**src/rtl/cache_victim_writeback.sv**
```systemverilog
// Victim writeback queue: captures dirty evicted lines, drains them to the bus
// as AHBW-wide beats, and flags refill addresses that collide with queued lines.
module cache_victim_writeback #(
    parameter int unsigned NUMWAYS = 4,
    parameter int unsigned LINELEN = 256,
    parameter int unsigned AHBW    = 64,
    parameter int unsigned PA_BITS = 32,
    parameter int unsigned DEPTH   = 2
) (
    input  logic                         clk,
    input  logic                         reset,
    input  logic                         EvictValid,
    output logic                         EvictReady,
    input  logic [NUMWAYS-1:0]           VictimWay,
    input  logic [NUMWAYS-1:0]           WayDirty,
    input  logic [NUMWAYS*LINELEN-1:0]   WayLines,
    input  logic [NUMWAYS*PA_BITS-1:0]   WayLineAdr,
    output logic                         BusValid,
    input  logic                         BusReady,
    output logic [PA_BITS-1:0]           BusAdr,
    output logic [AHBW-1:0]              BusData,
    output logic                         BusLast,
    input  logic [PA_BITS-1:0]           LookupAdr,
    output logic                         LookupHit,
    output logic                         Empty
);

    localparam int unsigned BEATS  = LINELEN / AHBW;
    localparam int unsigned BEAT_W = $clog2(BEATS);
    localparam int unsigned PTR_W  = $clog2(DEPTH);
    localparam int unsigned CNT_W  = PTR_W + 1;
    localparam int unsigned OFF_W  = $clog2(LINELEN / 8);
    localparam int unsigned STEP   = AHBW / 8;

    logic [PTR_W-1:0]   wr_q, wr_d;
    logic [PTR_W-1:0]   rd_q, rd_d;
    logic [CNT_W-1:0]   cnt_q, cnt_d;
    logic [BEAT_W-1:0]  beat_q, beat_d;
    logic [DEPTH-1:0]   vld_q, vld_d;

    logic [LINELEN-1:0] data_q [DEPTH];
    logic [PA_BITS-1:0] adr_q  [DEPTH];

    logic [LINELEN-1:0] sel_line;
    logic [PA_BITS-1:0] sel_adr;
    logic               sel_dirty;
    logic               push;
    logic               beat_acc;
    logic               line_done;
    logic [LINELEN-1:0] head_line;
    logic               lookup_unused;

    // Victim selection: AND-OR mux across ways keyed by the one-hot VictimWay
    always_comb begin
        sel_line  = '0;
        sel_adr   = '0;
        sel_dirty = 1'b0;
        for (int unsigned w = 0; w < NUMWAYS; w++) begin
            sel_line  |= WayLines[w*LINELEN +: LINELEN] & {LINELEN{VictimWay[w]}};
            sel_adr   |= WayLineAdr[w*PA_BITS +: PA_BITS] & {PA_BITS{VictimWay[w]}};
            sel_dirty |= WayDirty[w] & VictimWay[w];
        end
    end

    // Status and handshakes derived from registered occupancy only
    assign Empty      = (cnt_q == '0);
    assign EvictReady = (cnt_q != CNT_W'(DEPTH));
    assign BusValid   = ~Empty;
    assign BusLast    = BusValid & (beat_q == BEAT_W'(BEATS - 1));
    assign push       = EvictValid & EvictReady & sel_dirty;
    assign beat_acc   = BusValid & BusReady;
    assign line_done  = beat_acc & BusLast;

    // Next-state for pointers, occupancy, beat counter and entry valid bits
    always_comb begin
        wr_d   = wr_q;
        rd_d   = rd_q;
        cnt_d  = cnt_q;
        beat_d = beat_q;
        vld_d  = vld_q;
        if (beat_acc) begin
            beat_d = line_done ? '0 : beat_q + BEAT_W'(1);
        end
        if (line_done) begin
            rd_d        = rd_q + PTR_W'(1);
            vld_d[rd_q] = 1'b0;
        end
        // wr and rd only alias when empty (no pop) or full (no push)
        if (push) begin
            wr_d        = wr_q + PTR_W'(1);
            vld_d[wr_q] = 1'b1;
        end
        if (push && !line_done) begin
            cnt_d = cnt_q + CNT_W'(1);
        end else if (!push && line_done) begin
            cnt_d = cnt_q - CNT_W'(1);
        end
    end

    // Control state registers; reset abandons everything queued or in flight
    always_ff @(posedge clk or posedge reset) begin
        if (reset) begin
            wr_q   <= '0;
            rd_q   <= '0;
            cnt_q  <= '0;
            beat_q <= '0;
            vld_q  <= '0;
        end else begin
            wr_q   <= wr_d;
            rd_q   <= rd_d;
            cnt_q  <= cnt_d;
            beat_q <= beat_d;
            vld_q  <= vld_d;
        end
    end

    // Entry payload storage; contents are meaningless while the valid bit is clear
    always_ff @(posedge clk) begin
        if (push) begin
            data_q[wr_q] <= sel_line;
            adr_q[wr_q]  <= sel_adr;
        end
    end

    // Head entry beat selection
    assign head_line = data_q[rd_q];

    always_comb begin
        BusData = '0;
        for (int unsigned b = 0; b < BEATS; b++) begin
            if (beat_q == BEAT_W'(b)) begin
                BusData = head_line[b*AHBW +: AHBW];
            end
        end
    end

    assign BusAdr = adr_q[rd_q] + (PA_BITS'(beat_q) * PA_BITS'(STEP));

    // Line-granular collision check against every occupied entry, head included
    always_comb begin
        LookupHit = 1'b0;
        for (int unsigned i = 0; i < DEPTH; i++) begin
            if (vld_q[i] && (adr_q[i][PA_BITS-1:OFF_W] == LookupAdr[PA_BITS-1:OFF_W])) begin
                LookupHit = 1'b1;
            end
        end
    end

    // Byte-offset bits of the lookup address do not take part in the compare
    assign lookup_unused = ^LookupAdr[OFF_W-1:0];

endmodule
```
**config.mk**
```make
export PLATFORM = sky130hd
export DESIGN_NAME = cache_victim_writeback
export DESIGN_NICKNAME = d
export VERILOG_FILES = /design/src/rtl/cache_victim_writeback.sv
export SDC_FILE = /design/constraint.sdc
export NUM_CORES = 1
export LEC_CHECK = 0
export BUFFER_PORTS_ARGS = -buffer_cell sky130_fd_sc_hd__buf_2
export CAP_MARGIN = 20
export CORE_AREA = 2 2 502 504
export CTS_CLUSTER_DIAMETER = 50
export DETAILED_ROUTE_END_ITERATION = 6
export DIE_AREA = 0 0 504 506
export PLACE_DENSITY = 0.35
export SYNTH_ARGS = -nofsm -noshare
export SYNTH_HDL_FRONTEND = slang
export SYNTH_SLANG_ARGS = --single-unit
```
**constraint.sdc**
```tcl
create_clock -name clk -period 14.7 [get_ports clk]
set_input_delay 0.735 -clock clk [delete_from_list [all_inputs] [get_ports clk]]
set_output_delay 0.735 -clock clk [all_outputs]
set_load 0.05 [all_outputs]
```
[Word-level counts from Yosys, hierarchy flattened]
Memories as Yosys holds them, arrays and structs flattened.
Cells that the tools add are included.
Widths: inputs -> output; s select.
Operators by class
  reduce and logical (&&, ||, !) cells: 11
  bitwise gates (word level): 30
  $add $sub $neg: 6
  magnitude comparators: 4
  eq/ne operators: 6
  muxes and demuxes: 17
Operator list (count)
  $and 256x256->256: 4
  $or 256x256->256: 3
  $mux 64: 4
  $and 32x32->32: 4
  $or 32x32->32: 3
  $eq 27x27->1: 2
  $add 32x5->32: 1
  $mux 2: 5
  $and 1x1->1: 9
  $logic_and 1x1->1: 6
  $mux 1: 6
  $add 2x1->2 const B: 2
  $eq 2x2->1 const B: 2
  $logic_not 2->1: 2
  $lt 1x2->1 const B: 2
  $or 1x1->1: 3
  $add 1x1->1 const B: 2
  $and 2x2->2: 1
  $demux 1 s1: 2
  $eq 2x1->1 const B: 1
  $ge 1x1->1 const B: 2
  $logic_not 1->1: 2
  $ne 2x2->1 const B: 1
  $not 2->2: 1
  other kinds (4): 4
Storage, ports and cells
  output and inout bits: 101
  logic and storage cells: 81
  bits in writable memories: 576
  memories: 2
  flip-flop bits (word level): 8
  bits of input ports: 1196
Memories
  data_q: words 2, bits a word 256, read ports 1, clocked after memory_dff 0, wr ports 1, RTL line 41  | logic [LINELEN-1:0] data_q [DEPTH];
  adr_q: words 2, bits a word 32, read ports 3, clocked after memory_dff 0, wr ports 1, RTL line 42  | logic [PA_BITS-1:0] adr_q [DEPTH];

[Depth between registers and ports, before layout]
Gate-level depths: netlist (run 1).
  depth in word-level cells: 9
  depth in mapped cells: 14
  depth with buffers taken out: 8

[Worst setup path after synthesis (run 1)]
Ideal clock, no wire load.
  kind: input-to-reg
  from: input VictimWay[1]
  to: memory adr_q[0][0], enable pin
  stages: 4
  required time: 13.722 ns
  library setup time: 0.978 ns
  path slack: -0.312 ns
  arrival: 14.034 ns
  path buffers: 1
  cell sequence: clkbuf_1 -> a22oi_1 -> a21oi_1 -> nor2b_1
Between the ends
  word-level cells in the longest chain between the ends: 7
RTL lines
  start, declared: RTL line 14  | input logic [NUMWAYS-1:0] VictimWay,
  $and 1x1->1: RTL line 61  | sel_dirty |= WayDirty[w] & VictimWay[w];
  $or 1x1->1 (3 in a row): RTL line 61
  $and 1x1->1: RTL line 70  | assign push = EvictValid & EvictReady & sel_dirty;
  $mux 1: RTL line 119  | if (push) begin
  $mux 1 (not written as such): RTL line 121  | adr_q[wr_q] <= sel_adr;
  end, declared: RTL line 42
No other way between the ends.

[Worst setup path after layout (run 1)]
  from: register rd_q
  to: output BusData[27]
Between the ends
  word-level cells in the longest chain between the ends: 5
RTL lines
  start, declared: RTL line 36  | logic [PTR_W-1:0] rd_q, rd_d;
  start signal, assigned: RTL line 110  | rd_q <= rd_d;
  $mem_v2 2x256 *
  $mux 64 (3 in a row): RTL line 131  | if (beat_q == BEAT_W'(b)) begin
  $mux 64 *: RTL line 131
  end, declared: RTL line 21  | output logic [AHBW-1:0] BusData,
Every way passes the cells marked *; elsewhere a longest branch is shown, timed or not.

==> results of run 1 <==
-- synthesized netlist by cell type (4+ instances only) --
cell | count | area, um^2
a211oi_1 | 4 | 30.0
a21oi_1 | 135 | 676
a221oi_1 | 64 | 561
a22oi_1 | 578 | 4340
buf_1 | 13 | 48.8
buf_2 | 24 | 120
buf_4 | 10 | 75.1
clkbuf_1 | 158 | 593
dfrtp_1 | 8 | 200
edfxtp_1 | 576 | 17300
ha_1 | 7 | 87.6
inv_1 | 9 | 33.8
mux2_2 | 134 | 1510
mux2i_1 | 150 | 1500
nand2_1 | 307 | 1150
nand3_1 | 10 | 50.1
nand4_1 | 17 | 106
nand4b_1 | 5 | 43.8
nor2_1 | 71 | 267
nor2b_1 | 5 | 31.3
nor4_1 | 8 | 50.1
o21ai_0 | 6 | 30.0
xnor2_1 | 50 | 438
xor2_1 | 39 | 342
-- metal layers --
metal  vias to the layer above  GRT usage  share of wire  wire length [um]
met3                       364     0.0475          0.083             16600
li1                      12300          -              -                 -
met5                         -          0         0.0025               494
met4                        76     0.0468          0.029              5820
met1                     13400      0.166           0.38             75400
met2                      1384      0.270           0.51            101000
-- cell usage in the layout (no fill, tap or decap), drive strengths merged, types with 2 or more instances in the layout --
cell type,netlist,routed
buf,50,1357
a22oi,580,580
edfxtp,576,576
nand2,307,307
mux2i,150,150
a21oi,135,135
mux2,134,134
clkbuf,158,112
nor2,71,71
a221oi,64,64
diode,0,56
xnor2,50,50
xor2,39,39
clkinv,0,36
inv,9,24
nand4,20,20
clkinvlp,0,12
bufinv,0,12
nand3,10,10
nor4,9,9
dfrtp,8,8
nand4b,7,7
ha,7,7
o21ai,6,6
a211oi,6,6
nor2b,5,5
nand3b,4,4
nor3,3,3
nand2b,2,2
a21o,2,2
-- per-stage QoR --
step,utilization,setup WS (ns)
global placement,0.161,9.01
detailed placement,0.161,9.08
global route,0.176,8.16
finish,0.176,8.57
CTS,0.175,8.24
floorplan,-,5.29
-- registers in the layout (all words and copies together), names as in the netlist --
name and flops:
adr_q 64, beat_q 2, cnt_q 2, data_q 512
rd_q 1, vld_q 2, wr_q 1
-- worst min-delay path by stage --
stage / start / to / slack [ns] / depth (start not counted)
2_1_floorplan: vld_q[1] / vld_q[1] / 0.45 / 1
3_3_place_gp: cnt_q[1] / cnt_q[1] / 0.49 / 1
3_5_place_dp: cnt_q[1] / cnt_q[1] / 0.48 / 1
4_1_cts: reset / vld_q[0] / 0.009 / 2
5_1_grt: reset / vld_q[0] / 0.04 / 2
6_report: reset / vld_q[0] / 0.08 / 2
-- cell families after synthesis --
group,count (synthesis)
AOI/OAI and AO/OA,799
DFF,584
and+or+nand+nor,441
muxes,285
buffers and inverters,217
xor gates and xnor gates,89
adders and majority gates,8
-- cell type report --
cell class                 count  area (um^2)  area share
timing repair buffer        1357         7010       0.159
multi-input combinational   1622        11600       0.265
clock inverter                75          841      0.0191
antenna                       56          140     0.00319
inverter                       9         33.8    0.000768
clock buffer                 112         2630      0.0598
sequential                   584        17500       0.398
tap                         3348         4190      0.0952
-- power by group --
| group | switching (mW) | internal, mW | leakage (nW) | total [mW] |
|---|---|---|---|---|
| clock network | 0.909 | 1.51 | 1.67 | 2.42 |
| registers | 0.0825 | 2.18 | 5.24 | 2.26 |
| logic | 2.48 | 0.963 | 10.1 | 3.45 |
| total | 3.48 | 4.65 | 17.0 | 8.13 |
==> results.py, run 1 <==
metrics = {
    "sta": {
        "setup_violations": 0,
        "slew_violations": 0,
        "clock_skew_ns": 0.0333,
        "fmax_ghz": 0.163,
        "rsz0062_at_grt": "false",
        "tns_ns": 0,
        "fin_crit_ns": 6.13,
        "worst_slew_pin_slew_ns": 1.01,
        "relSlewSlack": 0.325,
        "holdWs_ns": 0.0760,
        "final.period_utilization": 0.417,
        "hold_viol": 0,
    },
    "logic_synthesis": {
        "synth.avg_cell_area_um2": 12.4,
        "synth.distinct_cells": 47,
        "seq_area_frac_synth": 0.583,
        "yosys_register_bits": 584,
        "syn_inst": 2423,
        "synth_top_family_by_area": "compound AO/OA/AOI/OAI gates",
        "synthArstFlopShare": 0.0137,
        "synth_xor_area_frac": 0.0260,
        "synth_simple_gate_area_frac": 0.0634,
        "syn_area_mm2": 0.0300,
        "synth_warnings": 0,
        "synthMuxAreaShare": 0.101,
        "synth_nets": 3627,
        "ys.flop_type": "edfxtp_1",
        "synthAdderAreaFrac": 0.00359,
        "synth_edf_count": 576,
        "synth-compound-area-share": 0.192,
    },
    "routing": {
        "ant_nets": 0,
        "drt_pass1_iterations": 5,
        "via_per_inst": 3.83,
        "vias": 27500,
        "drt_iter0_drc": 1682,
        "drc": 0,
        "wl_um": 200000,
        "routedWlPerCell_um": 27.9,
    },
    "grt": {
        "grt.total_usage": 0.150,
        "grt_pass1_wl_um": 260000,
        "grt.overflow.total": 0,
        "grt_pass1_vias": 28000,
        "antenna_found_initial": 164,
        "grt_max_degree": 76,
    },
    "critical_path": {
        "crit_path_start": "rd_q",
        "crit_path_frequent_cell": "buf_4",
        "worstReg2RegEnd": "data_q[0][95]",
        "worstPathRequired_ns": 13.97,
        "worst-r2r-setup-slack_ns": 10.13,
        "crit_end": "BusData[27]",
        "worst-endpoint-arrival_ns": 5.40,
        "critPathTopFamily": "buffers and inverters",
        "critical_path_class": "reg -> out",
        "cp_slowest_cell": "buf_4",
        "path_cells": "buf_4 > buf_4 > buf_12 > buf_4 > mux2_2 > a221oi_1 > a21oi_1 > nor2_1 > a21oi_1 > buf_2",
        "crit_path_end_kind": "primary output",
        "reg2reg_depth": 8,
        "critPathMaxFanout": 75,
        "worst-path-stages": 10,
        "start_kind": "register",
        "path_buf_inv": 5,
        "slowest_delay_ns": 0.72,
        "reg2reg_from": "cnt_q[0]",
    },
    "power_and_ir_drop": {
        "p_leak_nw": 17.0,
        "power.total_mw": 8.13,
        "vdd_ir_drop_max_v": 0.000128,
        "powerDensity_mw_per_mm2": 185,
    },
    "clock_network": {
        "clkLatencyLatePin_ns": 0.72,
        "cts_buffers": 102,
        "cts_resized": 0,
        "tritoncts_num_sinks": 584,
        "clockRootBuffer": "clkbuf_16",
        "post_cts_buffers": 0,
        "postCtsHoldBufs": 0,
        "cts.reportedPaths.clkPinSlew_ns": 0.05,
        "clock_path_buffers": 3,
        "cts_tree": "done",
        "h-tree-depth": 3,
    },
    "final_layout": {
        "postLayoutCellArea_mm2": 0.0440,
        "areaGrowthSynthToFinish_pct": 46.7,
        "drive_gt1_frac": 0.447,
        "fin_cells": 7163,
        "fin_nets": 4880,
        "fillers": 28000,
    },
    "floorplanning": {
        "std_cell_rows": 184,
        "die_y_um": 506,
        "chipWidth_um": 504,
        "fp.coreArea_mm2": 0.250,
        "initial_utilization": 0.120,
        "io_pins": 1297,
        "die_area_mm2": 0.255,
    },
    "place": {
        "dp_cells": 6920,
        "port_buffers": 1291,
        "place.gp.congestion": 0.944,
        "place_hpwl_um": 161000,
        "dpl_cell_area_mm2": 0.0404,
    },
    "hold_path": {
        "holdCritPathClass": "in -> async",
    },
    "run_status": {
        "status": "complete, no violations",
    },
    "job": {
        "drv_cap": 0,
    },
}
Note: power is estimated with default switching activity, not from simulation.
==> run 2, diff against run 1 <==
Settings changed: PLACE_DENSITY 0.35 to 0.34.
Clock period 14.7 ns to 5.74 ns, I/O delays scaled along.
==> results.py, run 2 (synthesis results as in run 1) <==
metrics = {
    "run_status": {
        "status": "complete, no violations",
    },
    "floorplanning": {
        "chipWidth_um": 504,
        "io_pins": 1297,
        "die_y_um": 506,
        "initial_utilization": 0.120,
        "die_area_mm2": 0.255,
        "std_cell_rows": 184,
        "fp.coreArea_mm2": 0.250,
    },
    "grt": {
        "grt.total_usage": 0.156,
        "grt_pass1_wl_um": 273000,
        "grt_pass1_vias": 31700,
        "grt.overflow.total": 0,
        "antenna_found_initial": 160,
        "grt_max_degree": 106,
    },
    "final_layout": {
        "fin_cells": 7966,
        "reg_top3": "data_q x512, adr_q x64",
        "final_util": 0.208,
        "areaGrowthSynthToFinish_pct": 73.7,
        "final_common_cell": "buf_2",
        "largest_reg_flops": 512,
        "top_register": "data_q",
        "fin_nets": 5648,
        "fillers": 27600,
        "postLayoutCellArea_mm2": 0.0521,
        "mostFrequentLayoutCells": "buf_2, dlygate4sd3_1, a22oi_1, edfxtp_1, nand2_1",
        "drive_gt1_frac": 0.367,
    },
    "sta": {
        "fmax_ghz": 0.213,
        "layout_setup_ws_ns": 1.05,
        "hold_viol": 0,
        "holdWs_ns": 0.0445,
        "rsz0062_at_grt": "false",
        "final.period_utilization": 0.816,
        "fin_crit_ns": 4.69,
        "tns_ns": 0,
        "relSlewSlack": 0.284,
        "slew_violations": 0,
        "setup_violations": 0,
        "clock_skew_ns": 0.0289,
        "worst_slew_pin_slew_ns": 1.07,
    },
    "clock_network": {
        "tritoncts_num_sinks": 584,
        "postCtsHoldBufs": 784,
        "cts_resized": 0,
        "cts_buffers": 101,
        "clockRootBuffer": "clkbuf_16",
        "clkLatencyLatePin_ns": 0.73,
        "cts_tree": "done",
        "cts.reportedPaths.clkPinSlew_ns": 0.05,
        "clock_path_buffers": 3,
        "post_cts_buffers": 0,
        "h-tree-depth": 3,
    },
    "place": {
        "port_buffers": 1291,
        "dp_cells": 6905,
        "pre_cts_ws_ns": 1.51,
        "place.gp.congestion": 0.970,
        "place_hpwl_um": 163000,
        "dpl_cell_area_mm2": 0.0405,
    },
    "job": {
        "drv_cap": 0,
    },
    "critical_path": {
        "start_kind": "register",
        "critical_path_class": "reg -> out",
        "critPathMaxFanout": 35,
        "worstPathRequired_ns": 5.45,
        "worst-endpoint-arrival_ns": 4.40,
        "crit_path_end_kind": "primary output",
    },
    "routing": {
        "drt_pass1_iterations": 5,
        "wl_um": 207000,
        "via_per_inst": 3.86,
        "drc": 0,
        "drt_iter0_drc": 1666,
        "vias": 30800,
        "routedWlPerCell_um": 26.0,
        "ant_nets": 0,
    },
    "hold_path": {
        "holdCritPathClass": "in -> reg",
    },
    "power_and_ir_drop": {
        "power.total_mw": 21.7,
        "p_leak_nw": 20.0,
        "vdd_ir_drop_max_v": 0.000291,
        "powerDensity_mw_per_mm2": 417,
    },
}
[run 2: changes by cell type in the layout (fill, tap and decap cells not counted), sizes merged]
cell and delta:
buf -15, diode +33, clkinvlp -3, dlygate4sd3 +784, clkinv -4, clkbuf +1
inv +5, bufinv +2
[run 2: path summary, 6_finish.rpt]
kind | end | slack [ns] | cells after the start | start
setup / recovery | BusAdr[9] | 1.05 | 9 | rd_q
hold / removal | data_q[0][92] | 0.04 | 3 | WayLines[348]
setup reg to reg | data_q[1][170] | 3.03 | 5 | cnt_q[0]
hold reg to reg | vld_q[1] | 0.50 | 1 | vld_q[1]
max in group asynchronous | rd_q | 5.24 | 3 | reset
min in group asynchronous | beat_q[0] | 0.18 | 3 | reset
[run 2: metal layers]
metal	share of wire	up-vias	GRT usage
met5	0.0021	-	0
met4	0.036	68	0.0556
met3	0.072	365	0.0460
met2	0.50	1463	0.280
met1	0.39	15000	0.174
li1	-	13800	-
[run 2: power by group]
group	leakage (nW)	internal (mW)	total [mW]	switching, mW
clock network	1.69	3.95	6.28	2.34
logic	13.0	3.05	9.62	6.56
registers	5.24	5.57	5.85	0.276
total	20.0	12.6	21.7	9.17
[run 2: cell type report]
cell class,instances,area (um^2),area share
Timing Repair Buffer,2126,15000,0.288
Antenna cell,89,223,0.00427
Clock buffer,113,2620,0.0502
Tap cell,3348,4190,0.0804
Inverter,9,33.8,0.000648
Sequential cell,584,17500,0.336
Multi-Input combinational cell,1622,11700,0.224
Clock inverter,75,901,0.0173
[run 2: critical path, cell delays in order (launching register included)]
cell and delay (ns):
dfrtp_4 0.80, mux2_2 0.27, ha_1 0.15, inv_1 0.06, fa_1 0.45, a211oi_1 0.78, nand2_1 0.15, xor2_1 0.17
mux2i_1 0.45, buf_2 0.38
==> run 3, diff against run 2 <==
Clock period 5.74 ns to 4.7 ns, I/O delays scaled along.
==> results.py, run 3 (synthesis results as in run 1) <==
metrics = {
    "final_layout": {
        "top_register": "data_q",
        "drive_gt1_frac": 0.369,
        "postLayoutCellArea_mm2": 0.0526,
        "regArea_mm2": 0.0175,
        "multi_input_area_mm2": 0.0117,
        "areaGrowthSynthToFinish_pct": 75.3,
        "largest_reg_flops": 512,
        "final_common_cell": "buf_2",
        "final_util": 0.210,
        "fin_nets": 5695,
        "fillers": 27600,
        "mostFrequentLayoutCells": "buf_2, dlygate4sd3_1, a22oi_1, edfxtp_1, nand2_1",
        "reg_top3": "data_q x512, adr_q x64",
    },
    "routing": {
        "via_per_inst": 3.85,
        "ant_nets": 0,
        "drt_pass1_iterations": 6,
        "drc": 0,
        "drt_iter0_drc": 1810,
        "wl_um": 209000,
        "routedWlPerCell_um": 26.2,
        "vias": 30700,
    },
    "floorplanning": {
        "die_area_mm2": 0.255,
        "fp.coreArea_mm2": 0.250,
        "initial_utilization": 0.120,
        "std_cell_rows": 184,
        "io_pins": 1297,
        "chipWidth_um": 504,
        "die_y_um": 506,
    },
    "sta": {
        "slew_violations": 0,
        "rsz0062_at_grt": "false",
        "fmax_ghz": 0.231,
        "relSlewSlack": 0.320,
        "clock_skew_ns": 0.0224,
        "final.period_utilization": 0.923,
        "hold_viol": 0,
        "setup_violations": 0,
        "tns_ns": 0,
        "worst_slew_pin_slew_ns": 1.02,
        "fin_crit_ns": 4.34,
    },
    "critical_path": {
        "start_kind": "register",
        "critPathMaxFanout": 27,
        "worstPathRequired_ns": 4.47,
        "critical_path_class": "reg -> out",
        "reg2reg_from": "cnt_q[0]",
        "reg2reg_depth": 5,
        "worstReg2RegEnd": "data_q[1][159]",
        "crit_path_end_kind": "primary output",
        "worst-endpoint-arrival_ns": 4.10,
        "worst-r2r-setup-slack_ns": 2.22,
    },
    "hold_path": {
        "holdCritPathClass": "in -> reg",
        "min_path_cells": 3,
        "hold_path_end": "data_q[0][212]",
        "hold_start": "WayLines[212]",
    },
    "power_and_ir_drop": {
        "power.share.clock": 0.294,
        "vdd_ir_drop_max_v": 0.000437,
        "seq_power_share": 0.266,
        "p_switching_mw": 11.3,
        "swShare": 0.420,
        "p_leak_nw": 20.2,
        "pwr-share-comb": 0.440,
        "powerDensity_mw_per_mm2": 509,
        "p_int_mw": 15.5,
    },
    "run_status": {
        "status": "complete, no violations",
    },
    "job": {
        "drv_cap": 0,
    },
    "clock_network": {
        "clock_path_buffers": 3,
        "tritoncts_num_sinks": 584,
        "cts_buffers": 104,
        "cts.reportedPaths.clkPinSlew_ns": 0.05,
        "clkLatencyLatePin_ns": 0.71,
        "cts_tree": "done",
        "clockRootBuffer": "clkbuf_16",
        "h-tree-depth": 3,
    },
    "grt": {
        "grt.overflow.total": 0,
        "grt_pass1_vias": 31900,
        "grt_max_degree": 106,
        "grt.total_usage": 0.157,
        "antenna_found_initial": 146,
        "grt_pass1_wl_um": 275000,
    },
    "place": {
        "place_hpwl_um": 165000,
        "dpl_cell_area_mm2": 0.0407,
        "place.gp.congestion": 0.975,
        "port_buffers": 1291,
    },
}
[run 3: cell type report]
| type | count | area share |
|---|---|---|
| Clock inverter | 82 | 0.0178 |
| Tap cell | 3348 | 0.0797 |
| Clock buffer | 115 | 0.0511 |
| Multi-Input combinational cell | 1622 | 0.222 |
| Antenna cell | 53 | 0.00252 |
| Timing Repair Buffer | 2170 | 0.294 |
| Sequential cell | 584 | 0.333 |
| Inverter | 9 | 0.000643 |
[run 3: what timing repair did]
item,in CTS,in global routing
setup buffers,0,0
resized for setup,0,0
setup endpoints to repair,0,0
endpoints found under the hold margin,567,4
hold buffers,812,2
[run 3: worst max-delay path: stages, from the launching register on]
cell and delay, ns:
dfrtp_1 0.48, inv_1 0.18, ha_4 0.37, nor2b_4 0.70, buf_4 0.53, a221oi_1 0.22, a21oi_1 0.17, nor2_1 0.08
a21oi_1 0.23, buf_2 0.32
[run 3: power by group through the flow]
stage          Clock (mW)  Sequential, mW  Combinational [mW]
4_1_cts              8.12            7.14                12.2
6_report             7.86            7.13                11.8
2_1_floorplan           0            7.22                7.05
5_1_grt              8.32            7.21                12.6
3_3_place_gp            0            7.22                11.5
3_5_place_dp            0            7.24                11.4
[run 3: worst max path at each step]
stage               startpoint     endpoint  slack (ns)  cells past startpoint
finish               beat_q[1]  BusData[39]        0.36                      9
global route         beat_q[1]  BusData[59]        0.01                      9
CTS                  beat_q[1]  BusData[59]        0.08                      9
detailed placement   beat_q[1]  BusData[59]        0.92                      9
global placement     beat_q[1]  BusData[59]        0.92                      9
floorplan             cnt_q[0]  adr_q[0][0]       -0.98                      4
[run 3: stage by stage]
step                hold slack [ns]  cells  power, mW  setup slack, ns
floorplan                    0.0507   2423       14.3           -0.983
global placement              0.240   6919       18.7            0.920
detailed placement            0.241   6919       18.7            0.919
CTS                         0.00229   7928       27.4           0.0809
global route                0.00503   7964       28.2          0.00971
finish                       0.0208   7983       26.8            0.362
[run 3: per-layer routing]
layer	GRT usage	vias up	wire, um
li1	-	13900	-
met1	0.174	14900	79500
met2	0.283	1376	105000
met3	0.0523	390	16500
met4	0.0498	90	7010
met5	0	-	581
